===== src/rtl/shared_timer_pkg.sv =====
// Shared definitions for shared_timer_ctrl: FSM state encoding and the round-robin pick.
// Optional owner-abort behaviour lives in the top, behind SHARED_TIMER_ABORT_EN.
package shared_timer_pkg;

  typedef enum logic [1:0] {
    IDLE = 2'd0,
    RUN  = 2'd1,
    DONE = 2'd2
  } state_t;

  typedef struct packed {
    logic [2:0] idx;
    logic [7:0] onehot;
  } pick_t;

  // First set request at or after ptr, wrapping modulo nreq; onehot is zero when nothing is set.
  function automatic pick_t rr_pick(input logic [7:0] req_vec, input logic [2:0] ptr,
                                    input logic [3:0] nreq);
    pick_t      p;
    logic [3:0] k;
    logic       hit;
    p   = '0;
    hit = 1'b0;
    for (int i = 0; i < 8; i++) begin
      k = {1'b0, ptr} + 4'(i);
      k = (k >= nreq) ? (k - nreq) : k;
      if ((4'(i) < nreq) && !hit && req_vec[k[2:0]]) begin
        hit              = 1'b1;
        p.idx            = k[2:0];
        p.onehot[k[2:0]] = 1'b1;
      end
    end
    return p;
  endfunction

endpackage


===== src/rtl/shared_timer_ctrl_core.sv =====
// timer_core: the shared N-bit up-counter datapath with synchronous clear and enable.
// Clear has priority over enable.
module timer_core #(
  parameter int N = 8
) (
  input  logic         clk,
  input  logic         reset,
  input  logic         clr,
  input  logic         en,
  output logic [N-1:0] q
);

  logic [N-1:0] q_r;

  // Counter register: reset, clear on grant, count while running.
  always_ff @(posedge clk) begin
    if (reset) begin
      q_r <= '0;
    end else if (clr) begin
      q_r <= '0;
    end else if (en) begin
      q_r <= q_r + {{(N-1){1'b0}}, 1'b1};
    end else begin
      q_r <= q_r;
    end
  end

  assign q = q_r;

endmodule


===== src/rtl/shared_timer_ctrl.sv =====
// Round-robin owner of one shared up-counter; grants, runs to the latched length, pulses done.
// Define SHARED_TIMER_ABORT_EN to abort an interval when its owner drops req during RUN.
module shared_timer_ctrl
  import shared_timer_pkg::*;
#(
  parameter int N    = 8,
  parameter int NREQ = 4
) (
  input  logic              clk,
  input  logic              reset,
  input  logic [NREQ-1:0]   req,
  input  logic [NREQ*N-1:0] len,
  output logic [NREQ-1:0]   grant,
  output logic [NREQ-1:0]   done,
  output logic              busy,
  output logic [N-1:0]      q
);

  state_t          state_r, state_s;
  logic [2:0]      ptr_r, ptr_s, owner_r, owner_s, next_ptr_s;
  logic [N-1:0]    len_r, len_s, len_sel_s, q_s;
  logic [NREQ-1:0] grant_r, grant_s, done_r, done_s;
  logic            busy_r;
  logic [7:0]      req_pad_s;
  pick_t           pick_s;
  logic            clr_s, en_s;

  // Widen req to the pick function's fixed width and select the winner's length.
  always_comb begin
    req_pad_s            = '0;
    req_pad_s[NREQ-1:0]  = req;
    pick_s               = rr_pick(req_pad_s, ptr_r, 4'(NREQ));
    len_sel_s            = '0;
    for (int i = 0; i < NREQ; i++) begin
      len_sel_s = (pick_s.idx == 3'(i)) ? len[i*N +: N] : len_sel_s;
    end
    next_ptr_s = (owner_r == 3'(NREQ-1)) ? 3'd0 : (owner_r + 3'd1);
  end

  // Next-state and next-output logic for the IDLE/RUN/DONE controller.
  always_comb begin
    state_s = state_r;
    ptr_s   = ptr_r;
    owner_s = owner_r;
    len_s   = len_r;
    grant_s = grant_r;
    done_s  = '0;
    clr_s   = 1'b0;
    en_s    = 1'b0;
    case (state_r)
      IDLE: begin
        if (|pick_s.onehot) begin
          state_s = RUN;
          owner_s = pick_s.idx;
          len_s   = len_sel_s;
          grant_s = pick_s.onehot[NREQ-1:0];
          clr_s   = 1'b1;
        end else begin
          grant_s = '0;
        end
      end
      RUN: begin
`ifdef SHARED_TIMER_ABORT_EN
        if (!req_pad_s[owner_r]) begin
          state_s = IDLE;
          grant_s = '0;
          ptr_s   = next_ptr_s;
        end else
`endif
        if (q_s == len_r) begin
          state_s = DONE;
          grant_s = '0;
          done_s  = grant_r;
          ptr_s   = next_ptr_s;
        end else begin
          en_s = 1'b1;
        end
      end
      DONE: begin
        state_s = IDLE;
      end
      default: begin
        state_s = IDLE;
        grant_s = '0;
      end
    endcase
  end

  // Controller state and registered outputs.
  always_ff @(posedge clk) begin
    if (reset) begin
      state_r <= IDLE;
      ptr_r   <= 3'd0;
      owner_r <= 3'd0;
      len_r   <= '0;
      grant_r <= '0;
      done_r  <= '0;
      busy_r  <= 1'b0;
    end else begin
      state_r <= state_s;
      ptr_r   <= ptr_s;
      owner_r <= owner_s;
      len_r   <= len_s;
      grant_r <= grant_s;
      done_r  <= done_s;
      busy_r  <= (state_s != IDLE);
    end
  end

  timer_core #(.N(N)) u_core (
    .clk   (clk),
    .reset (reset),
    .clr   (clr_s),
    .en    (en_s),
    .q     (q_s)
  );

  assign grant = grant_r;
  assign done  = done_r;
  assign busy  = busy_r;
  assign q     = q_s;

endmodule


===== config.mk =====
export PLATFORM = sky130hd
export DESIGN_NAME = shared_timer_ctrl
export DESIGN_NICKNAME = d
export VERILOG_FILES = /design/src/rtl/shared_timer_pkg.sv /design/src/rtl/shared_timer_ctrl_core.sv /design/src/rtl/shared_timer_ctrl.sv
export SDC_FILE = /design/constraint.sdc
export NUM_CORES = 1
export LEC_CHECK = 0
export ABC_AREA = 1
export ABC_CLOCK_PERIOD_IN_PS = 2750
export CAP_MARGIN = 0
export CORE_ASPECT_RATIO = 1.5
export CORE_MARGIN = 2
export CORE_UTILIZATION = 35
export CTS_BUF_LIST = sky130_fd_sc_hd__clkbuf_16
export DETAILED_ROUTE_END_ITERATION = 7
export MAX_ROUTING_LAYER = met4
export PLACE_DENSITY_LB_ADDON = 0.2
export SLEW_MARGIN = 0
export SYNTH_ARGS = -nofsm -noshare
export SYNTH_HDL_FRONTEND = slang
export SYNTH_HIERARCHICAL = 1
export SYNTH_SLANG_ARGS = --single-unit

===== constraint.sdc =====
create_clock -name clk -period 2.75 [get_ports clk]
set_input_delay 0.4125 -clock clk [delete_from_list [all_inputs] [get_ports clk]]
set_output_delay 0.4125 -clock clk [all_outputs]
set_load 0.005 [all_outputs]

==> report_table.html, run 1 <==
<table>
<tr><th>Metric</th><th>Value</th></tr>
<tr><th colspan="2">Place</th></tr>
<tr><td>Quantity of I/O buffers inserted on ports</td><td>54</td></tr>
<tr><td>Placer congestion estimate</td><td>0.911</td></tr>
<tr><td>Post-place setup slack</td><td>123 ps</td></tr>
<tr><td>Dpl hpwl</td><td>4690 µm</td></tr>
<tr><th colspan="2">Clocking</th></tr>
<tr><td>CTS-repair resized insts</td><td>0</td></tr>
<tr><td>Sink count of the clock tree</td><td>33</td></tr>
<tr><td>Maximum clock path buffer count</td><td>2</td></tr>
<tr><td>Hold buffer count at CTS</td><td>0</td></tr>
<tr><td>Setup Fix Bufs, Post-CTS</td><td>0</td></tr>
<tr><td>Worst skew pair latency</td><td>270 ps</td></tr>
<tr><td>CTS clk-pin slew, worst paths</td><td>50 ps</td></tr>
<tr><td>Clock root buffer</td><td>sky130_fd_sc_hd__clkbuf_16</td></tr>
<tr><td>Number of clock buffers inserted by TritonCTS</td><td>5</td></tr>
<tr><td>CTS tree</td><td>done</td></tr>
<tr><td>CTS H-tree depth</td><td>2</td></tr>
<tr><th colspan="2">STA</th></tr>
<tr><td>Actual slew at the worst max-slew pin</td><td>430 ps</td></tr>
<tr><td>Setup TNS after final layout</td><td>0 ps</td></tr>
<tr><td>Max-slew violation count</td><td>0</td></tr>
<tr><td>Worst clock skew on the final layout</td><td>5.47 ps</td></tr>
<tr><td>Headroom to the max-slew limit</td><td>71.0%</td></tr>
<tr><td>Post-layout minimum cycle time</td><td>2440 ps</td></tr>
<tr><td>Final Hold Violating Endpoints</td><td>0</td></tr>
<tr><td>RSZ-0062 raised after global routing</td><td>no</td></tr>
<tr><td>Achievable clock frequency</td><td>409 MHz</td></tr>
<tr><td>Final critical-path share of the clock period</td><td>88.9%</td></tr>
<tr><td>Setup-failing EPs final</td><td>0</td></tr>
<tr><td>Final setup slack of the worst path</td><td>307 ps</td></tr>
<tr><th colspan="2">Status</th></tr>
<tr><td>Outcome</td><td>complete, no violations</td></tr>
<tr><th colspan="2">Worst setup path</th></tr>
<tr><td>Critical Path Sink Type</td><td>register</td></tr>
<tr><td>Element type at the critical path start</td><td>register</td></tr>
<tr><td>Arrival time at the worst endpoint</td><td>2600 ps</td></tr>
<tr><td>Required time of the critical path</td><td>2900 ps</td></tr>
<tr><td>Highest cell delay on the worst timing path</td><td>340 ps</td></tr>
<tr><td>Critical path's most frequent cell</td><td>sky130_fd_sc_hd__nor2_4</td></tr>
<tr><td>Master of the slowest instance on the critical path</td><td>sky130_fd_sc_hd__dfxtp_1</td></tr>
<tr><td>Worst Setup Path Type</td><td>reg2reg</td></tr>
<tr><td>Critical path cell sequence</td><td>inv_2, ha_1, inv_2, nand3_2, nand2_1, nor2_4, nor2_4, nand4_1, inv_1, nor2_1, nand2_1, nor2_2, nor2_4, nor2_1, buf_4, o21ai_0, a21oi_1</td></tr>
<tr><td>Crit Path Max Fanout</td><td>12</td></tr>
<tr><th colspan="2">Finish</th></tr>
<tr><td>Final antenna diode count</td><td>0</td></tr>
<tr><td>Register area</td><td>661 µm²</td></tr>
<tr><td>Layout cells sized above 1</td><td>13.8%</td></tr>
<tr><td>Final Net Count</td><td>435</td></tr>
<tr><td>Area growth from synthesis to layout</td><td>33.9%</td></tr>
<tr><td>Final-layout fill cell count</td><td>670</td></tr>
<tr><td>Area used by multi-input combinational logic</td><td>1320 µm²</td></tr>
<tr><th colspan="2">Global routing</th></tr>
<tr><td>Pin count of the biggest net entering global routing</td><td>19</td></tr>
<tr><td>First-pass GRT wire length</td><td>9500 µm</td></tr>
<tr><td>Overall fraction of global-route tracks in use</td><td>18.4%</td></tr>
<tr><td>Antenna violations before repair</td><td>0</td></tr>
<tr><td>Overflow left after global routing</td><td>0</td></tr>
<tr><td>Via count of the first global-routing pass</td><td>2095</td></tr>
<tr><th colspan="2">Floorplan</th></tr>
<tr><td>Top Ports</td><td>55</td></tr>
<tr><td>Width of the die</td><td>68.9 µm</td></tr>
<tr><td>Core Region</td><td>6130 µm²</td></tr>
<tr><td>Die area</td><td>6970 µm²</td></tr>
<tr><td>Number of rows created at floorplan</td><td>35</td></tr>
<tr><td>Floorplan die height</td><td>101 µm</td></tr>
<tr><td>Initial core utilization</td><td>36.0%</td></tr>
<tr><th colspan="2">Hold path</th></tr>
<tr><td>Hold/Removal Path Class</td><td>reg2reg</td></tr>
<tr><th colspan="2">Detailed routing</th></tr>
<tr><td>DRT antenna net count</td><td>0</td></tr>
<tr><td>Routed via count divided by cell count</td><td>4.91</td></tr>
<tr><td>Detail-routed net length per standard cell</td><td>12.5 µm</td></tr>
<tr><td>DR vias</td><td>2283</td></tr>
<tr><td>DRC viols</td><td>0</td></tr>
<tr><td>Total iterations of the first detailed-routing run</td><td>5</td></tr>
<tr><td>DR iter-0 viols</td><td>56</td></tr>
<tr><td>Wire length reported by the detailed router</td><td>5830 µm</td></tr>
<tr><th colspan="2">Synth</th></tr>
<tr><td>Synthesized instance count</td><td>333</td></tr>
<tr><td>Count of flip-flops with a built-in enable after synthesis</td><td>0</td></tr>
<tr><td>Mapped Nets</td><td>376</td></tr>
<tr><td>Synth warnings</td><td>6</td></tr>
<tr><td>Share of async-settable or async-resettable flops after synthesis</td><td>0%</td></tr>
<tr><td>Mean instance size in the synthesized netlist</td><td>6.63 µm²</td></tr>
<tr><td>Cell variety after synth</td><td>29</td></tr>
<tr><td>Main flop type after synthesis</td><td>sky130_fd_sc_hd__dfxtp_1</td></tr>
<tr><td>Number of register bits inferred by synthesis</td><td>33</td></tr>
<tr><td>Post-synth design cell area</td><td>2210 µm²</td></tr>
<tr><td>Sequential cell area fraction in the yosys report</td><td>29.9%</td></tr>
<tr><th colspan="2">Pwr</th></tr>
<tr><td>Leakage</td><td>1.27 nW</td></tr>
<tr><td>Power density over the cells</td><td>1080 nW/µm²</td></tr>
<tr><td>Peak ir drop on the vdd network</td><td>0.523 mV</td></tr>
<tr><th colspan="2">Flow run</th></tr>
<tr><td>Max-Cap Viols</td><td>0</td></tr>
</table>
-- cells by family after synthesis --
family	synth area share [%]
AO/OA/AOI/OAI	10.8
adder cells (fa/ha/maj)	2.83
buffers and inverters	10.4
flip-flops	29.9
AND/OR/NAND/NOR	46.0
-- cell usage after synthesis, types with 5 or more instances --
| cell | n | area (µm²) |
|---|---|---|
| sky130_fd_sc_hd__nor2_4 | 8 | 90.1 |
| sky130_fd_sc_hd__nand3_2 | 8 | 80.1 |
| sky130_fd_sc_hd__nor2_1 | 33 | 124 |
| sky130_fd_sc_hd__o21ai_0 | 13 | 65.1 |
| sky130_fd_sc_hd__a21oi_1 | 29 | 145 |
| sky130_fd_sc_hd__inv_2 | 6 | 22.5 |
| sky130_fd_sc_hd__ha_1 | 5 | 62.6 |
| sky130_fd_sc_hd__dfxtp_1 | 33 | 661 |
| sky130_fd_sc_hd__nand2_1 | 84 | 315 |
| sky130_fd_sc_hd__inv_1 | 38 | 143 |
| sky130_fd_sc_hd__nand4_1 | 21 | 131 |
| sky130_fd_sc_hd__nand3_1 | 22 | 110 |
-- path summary, 6_finish.rpt --
path	from	end	slack [ps]	depth (start not counted)
worst max-delay path	ptr_r[1]	u_core/q[1]	310	17
worst min-delay path	grant[1]	done[1]	440	2
worst max register to register	ptr_r[1]	u_core/q[1]	310	17
worst min register to register	grant[1]	done[1]	440	2
-- critical path: cells and delay by family (launching register included) --
family                     cells  cell delay, ps
AOI/OAI and AO/OA              2             130
adders and majority gates      1             330
buffers and inverters          4             460
DFF                            1             340
and+or+nand+nor               10            1080
-- report_power, final --
| part | internal, W | total (W) | switching, W |
|---|---|---|---|
| clock network | 0.000322 | 0.000502 | 0.000180 |
| logic | 0.000700 | 0.00201 | 0.00131 |
| registers | 0.000595 | 0.000681 | 0.0000860 |
-- registers in the layout, summed over array words and instances, names as in the netlist --
name and count:
busy 1, grant 4, u_core/q 8, len_r 8, ptr_r 3, done 4
state_r 2, owner_r 3
-- area by class of cell --
cell class	instances	area share [%]
Clock inverter	1	0.169
Multi-Input combinational cell	247	44.6
Sequential cell	33	22.3
Timing Repair Buffer	60	19.8
Tap cell	74	3.13
Inverter	45	5.71
Clock buffer	5	4.23
-- per-stage QoR --
step | instance area, µm² | instances | util [%] | power [W] | hold slack, ps
2_1_floorplan | 2210 | 333 | - | 0.00222 | 438
3_3_place_gp | 2830 | 459 | 46.1 | 0.00268 | 443
3_5_place_dp | 2830 | 459 | 46.1 | 0.00269 | 436
4_1_cts | 2960 | 465 | 48.2 | 0.00320 | 447
5_1_grt | 2960 | 465 | 48.2 | 0.00349 | 472
6_report | 2960 | 465 | 48.2 | 0.00319 | 442
-- cell usage in the layout (no fill, tap or decap), types with 3 or more instances in the layout --
cell type	synthesis	routed
sky130_fd_sc_hd__dfxtp_1	33	33
sky130_fd_sc_hd__ha_1	5	5
sky130_fd_sc_hd__a21oi_1	29	29
sky130_fd_sc_hd__nor2_1	33	32
sky130_fd_sc_hd__nand3_2	8	8
sky130_fd_sc_hd__clkbuf_16	0	5
sky130_fd_sc_hd__inv_1	38	37
sky130_fd_sc_hd__nand2_4	3	3
sky130_fd_sc_hd__clkdlybuf4s50_1	0	54
sky130_fd_sc_hd__buf_4	2	6
sky130_fd_sc_hd__nand2_2	4	4
sky130_fd_sc_hd__or2_2	4	4
sky130_fd_sc_hd__inv_2	6	7
sky130_fd_sc_hd__nand4_1	21	21
sky130_fd_sc_hd__nor2_4	8	8
sky130_fd_sc_hd__o21ai_0	13	13
sky130_fd_sc_hd__nand2_1	84	84
sky130_fd_sc_hd__nand3_1	22	22
sky130_fd_sc_hd__nor2_2	2	3
-- layer usage --
layer,global-route usage (%),part of all wire (%)
met1,20.5,40
met2,32.1,55
met3,2.11,2.4
met4,8.14,2.1
met5,-,0
Power figures use the tool's default switching activity.
==> inputs of run 2 (changes only) <==
SLEW_MARGIN = 30   (was 0)
==> results of run 2 <==
Same layout as run 1: the final DEF is identical, and so are final timing and power.
==> inputs of run 3 (changes only) <==
CORE_MARGIN = not set   (was 2)
==> run 3 against run 2 <==
Effect of this change:
- flip-flop and latch count unchanged
- combinational power is essentially flat
- die area shrank 4.8%
- critical path depth down 1
- worst setup slack improved by 47 ps
- fmax is 1.9% higher
- critical endpoint unchanged
- largest cell class unchanged
==> report_table.html, run 3 (synthesized netlist as in run 1, its figures left out) <==
<table>
<tr><th>Metric</th><th>Value</th></tr>
<tr><th colspan="2">STA</th></tr>
<tr><td>Setup-failing EPs final</td><td>0</td></tr>
<tr><td>Setup TNS after final layout</td><td>0 ps</td></tr>
<tr><td>Actual slew at the worst max-slew pin</td><td>431 ps</td></tr>
<tr><td>Worst clock skew on the final layout</td><td>6.53 ps</td></tr>
<tr><td>RSZ-0062 raised after global routing</td><td>no</td></tr>
<tr><td>Achievable clock frequency</td><td>417 MHz</td></tr>
<tr><td>Headroom to the max-slew limit</td><td>71.0%</td></tr>
<tr><td>Final critical-path share of the clock period</td><td>87.2%</td></tr>
<tr><td>Post-layout minimum cycle time</td><td>2400 ps</td></tr>
<tr><td>Final Hold Violating Endpoints</td><td>0</td></tr>
<tr><td>Max-slew violation count</td><td>0</td></tr>
<tr><th colspan="2">Detailed routing</th></tr>
<tr><td>DRT antenna net count</td><td>0</td></tr>
<tr><td>DR iter-0 viols</td><td>67</td></tr>
<tr><td>Total iterations of the first detailed-routing run</td><td>4</td></tr>
<tr><td>Routed via count divided by cell count</td><td>4.97</td></tr>
<tr><td>Wire length reported by the detailed router</td><td>5710 µm</td></tr>
<tr><td>Detail-routed net length per standard cell</td><td>12.2 µm</td></tr>
<tr><td>DR vias</td><td>2327</td></tr>
<tr><td>DRC viols</td><td>0</td></tr>
<tr><th colspan="2">Finish</th></tr>
<tr><td>Top library cells by usage in the layout, fill and taps aside</td><td>84 x sky130_fd_sc_hd__nand2_1, 54 x sky130_fd_sc_hd__clkdlybuf4s50_1, 37 x sky130_fd_sc_hd__inv_1</td></tr>
<tr><td>Fin cells</td><td>468</td></tr>
<tr><td>Final-layout fill cell count</td><td>642</td></tr>
<tr><td>Most common cell after layout, fill and taps aside</td><td>sky130_fd_sc_hd__nand2_1</td></tr>
<tr><td>Layout cells sized above 1</td><td>14.2%</td></tr>
<tr><td>Area used by multi-input combinational logic</td><td>1320 µm²</td></tr>
<tr><td>Area growth from synthesis to layout</td><td>36.0%</td></tr>
<tr><td>Final antenna diode count</td><td>0</td></tr>
<tr><td>Final Net Count</td><td>436</td></tr>
<tr><td>Post-Route Utilization</td><td>49.0%</td></tr>
<tr><td>Register area</td><td>661 µm²</td></tr>
<tr><th colspan="2">Floorplan</th></tr>
<tr><td>Floorplan die height</td><td>99.3 µm</td></tr>
<tr><td>Core Region</td><td>6130 µm²</td></tr>
<tr><td>Die area</td><td>6640 µm²</td></tr>
<tr><td>Top Ports</td><td>55</td></tr>
<tr><td>Initial core utilization</td><td>36.0%</td></tr>
<tr><td>Width of the die</td><td>66.9 µm</td></tr>
<tr><td>Number of rows created at floorplan</td><td>35</td></tr>
<tr><th colspan="2">Global routing</th></tr>
<tr><td>Overall fraction of global-route tracks in use</td><td>18.9%</td></tr>
<tr><td>Antenna violations before repair</td><td>0</td></tr>
<tr><td>Via count of the first global-routing pass</td><td>2160</td></tr>
<tr><td>First-pass GRT wire length</td><td>9470 µm</td></tr>
<tr><td>Pin count of the biggest net entering global routing</td><td>19</td></tr>
<tr><td>Overflow left after global routing</td><td>0</td></tr>
<tr><th colspan="2">Pwr</th></tr>
<tr><td>Power density over the cells</td><td>1100 nW/µm²</td></tr>
<tr><td>Leakage</td><td>1.29 nW</td></tr>
<tr><td>Peak ir drop on the vdd network</td><td>0.431 mV</td></tr>
<tr><th colspan="2">Clocking</th></tr>
<tr><td>CTS tree</td><td>done</td></tr>
<tr><td>Worst skew pair latency</td><td>280 ps</td></tr>
<tr><td>Maximum clock path buffer count</td><td>2</td></tr>
<tr><td>Sink count of the clock tree</td><td>33</td></tr>
<tr><td>Clock root buffer</td><td>sky130_fd_sc_hd__clkbuf_16</td></tr>
<tr><td>CTS H-tree depth</td><td>2</td></tr>
<tr><td>Number of clock buffers inserted by TritonCTS</td><td>5</td></tr>
<tr><td>CTS clk-pin slew, worst paths</td><td>60 ps</td></tr>
<tr><th colspan="2">Worst setup path</th></tr>
<tr><td>Critical register-to-register path startpoint</td><td>ptr_r[1]</td></tr>
<tr><td>Critical Path Sink Type</td><td>register</td></tr>
<tr><td>Arrival time at the worst endpoint</td><td>2610 ps</td></tr>
<tr><td>Crit Path Max Fanout</td><td>8</td></tr>
<tr><td>Worst Setup Path Type</td><td>reg2reg</td></tr>
<tr><td>Required time of the critical path</td><td>2960 ps</td></tr>
<tr><td>Worst setup path startpoint</td><td>ptr_r[1]</td></tr>
<tr><td>Element type at the critical path start</td><td>register</td></tr>
<tr><th colspan="2">Hold path</th></tr>
<tr><td>Hold/Removal Path Class</td><td>reg2reg</td></tr>
<tr><td>Hold Crit Start</td><td>grant[0]</td></tr>
<tr><th colspan="2">Status</th></tr>
<tr><td>Outcome</td><td>complete, no violations</td></tr>
<tr><th colspan="2">Place</th></tr>
<tr><td>Quantity of I/O buffers inserted on ports</td><td>54</td></tr>
<tr><td>Placer congestion estimate</td><td>0.875</td></tr>
<tr><td>Dpl hpwl</td><td>4510 µm</td></tr>
<tr><td>Placed cell count</td><td>460</td></tr>
<tr><th colspan="2">Flow run</th></tr>
<tr><td>Max-Cap Viols</td><td>0</td></tr>
</table>
==> run 3: changes by cell type in the layout (fill, tap and decap cells not counted), sizes merged <==
cell | before | now
buf | 6 | 7
bufinv | 0 | 1
clkinvlp | 0 | 1
==> run 3: final timing paths <==
kind         cells after the start          end  slack (ps)
max                             16  u_core/q[1]         350
min reg2reg                      2      done[0]         450
max reg2reg                     16  u_core/q[1]         350
min                              2      done[0]         450
==> run 3: layout make-up <==
type | count | area share, %
clock buffers | 5 | 4.16
inverters | 45 | 5.62
repair buffers | 61 | 19.7
well taps | 74 | 3.08
flip-flops and latches | 33 | 22.0
clock inverters | 3 | 1.54
multi-input cells | 247 | 43.9
==> run 3: layer usage <==
layer	track usage, %	share of wire (%)	up-vias
li1	-	-	1211
met1	20.5	41	1060
met2	32.4	53	42
met3	1.95	2.1	14
met4	11.0	3.6	0
met5	-	0	-
==> run 3: worst max-delay path: stages (launching register included) <==
cell and delay, ps:
sky130_fd_sc_hd__dfxtp_1 350, sky130_fd_sc_hd__inv_2 80, sky130_fd_sc_hd__ha_1 320, sky130_fd_sc_hd__buf_4 150, sky130_fd_sc_hd__nand3_2 100, sky130_fd_sc_hd__nand3_2 100, sky130_fd_sc_hd__nor2_1 90, sky130_fd_sc_hd__a21oi_2 200
sky130_fd_sc_hd__nand2_1 70, sky130_fd_sc_hd__nor2_1 100, sky130_fd_sc_hd__nand2_1 60, sky130_fd_sc_hd__nor2_1 190, sky130_fd_sc_hd__nor2_4 40, sky130_fd_sc_hd__nor2_1 110, sky130_fd_sc_hd__buf_4 170, sky130_fd_sc_hd__o21ai_0 80
sky130_fd_sc_hd__a21oi_1 120
==> run 3: stage by stage <==
step	power (W)	hold slack (ps)	area, µm²	worst slack, ps
2_1_floorplan	0.00222	438	2210	29.6
3_3_place_gp	0.00266	436	2830	148
3_5_place_dp	0.00268	437	2830	122
4_1_cts	0.00333	452	3000	271
5_1_grt	0.00360	480	3000	25.7
6_report	0.00330	451	3000	353
==> run 3: timing repair <==
| action | CTS | global route |
|---|---|---|
| endpoints found under the hold margin | 0 | 0 |
| hold buffers | 0 | 0 |
| gates resized for setup | 0 | 1 |
| buffers inserted | 0 | 0 |
| endpoints found under the setup margin | 0 | 6 |
==> run 3: report_power, final <==
group	switching, W	internal [W]
logic	0.00127	0.000717
clock network	0.000210	0.000428
registers	0.0000848	0.000594
total	0.00156	0.00174
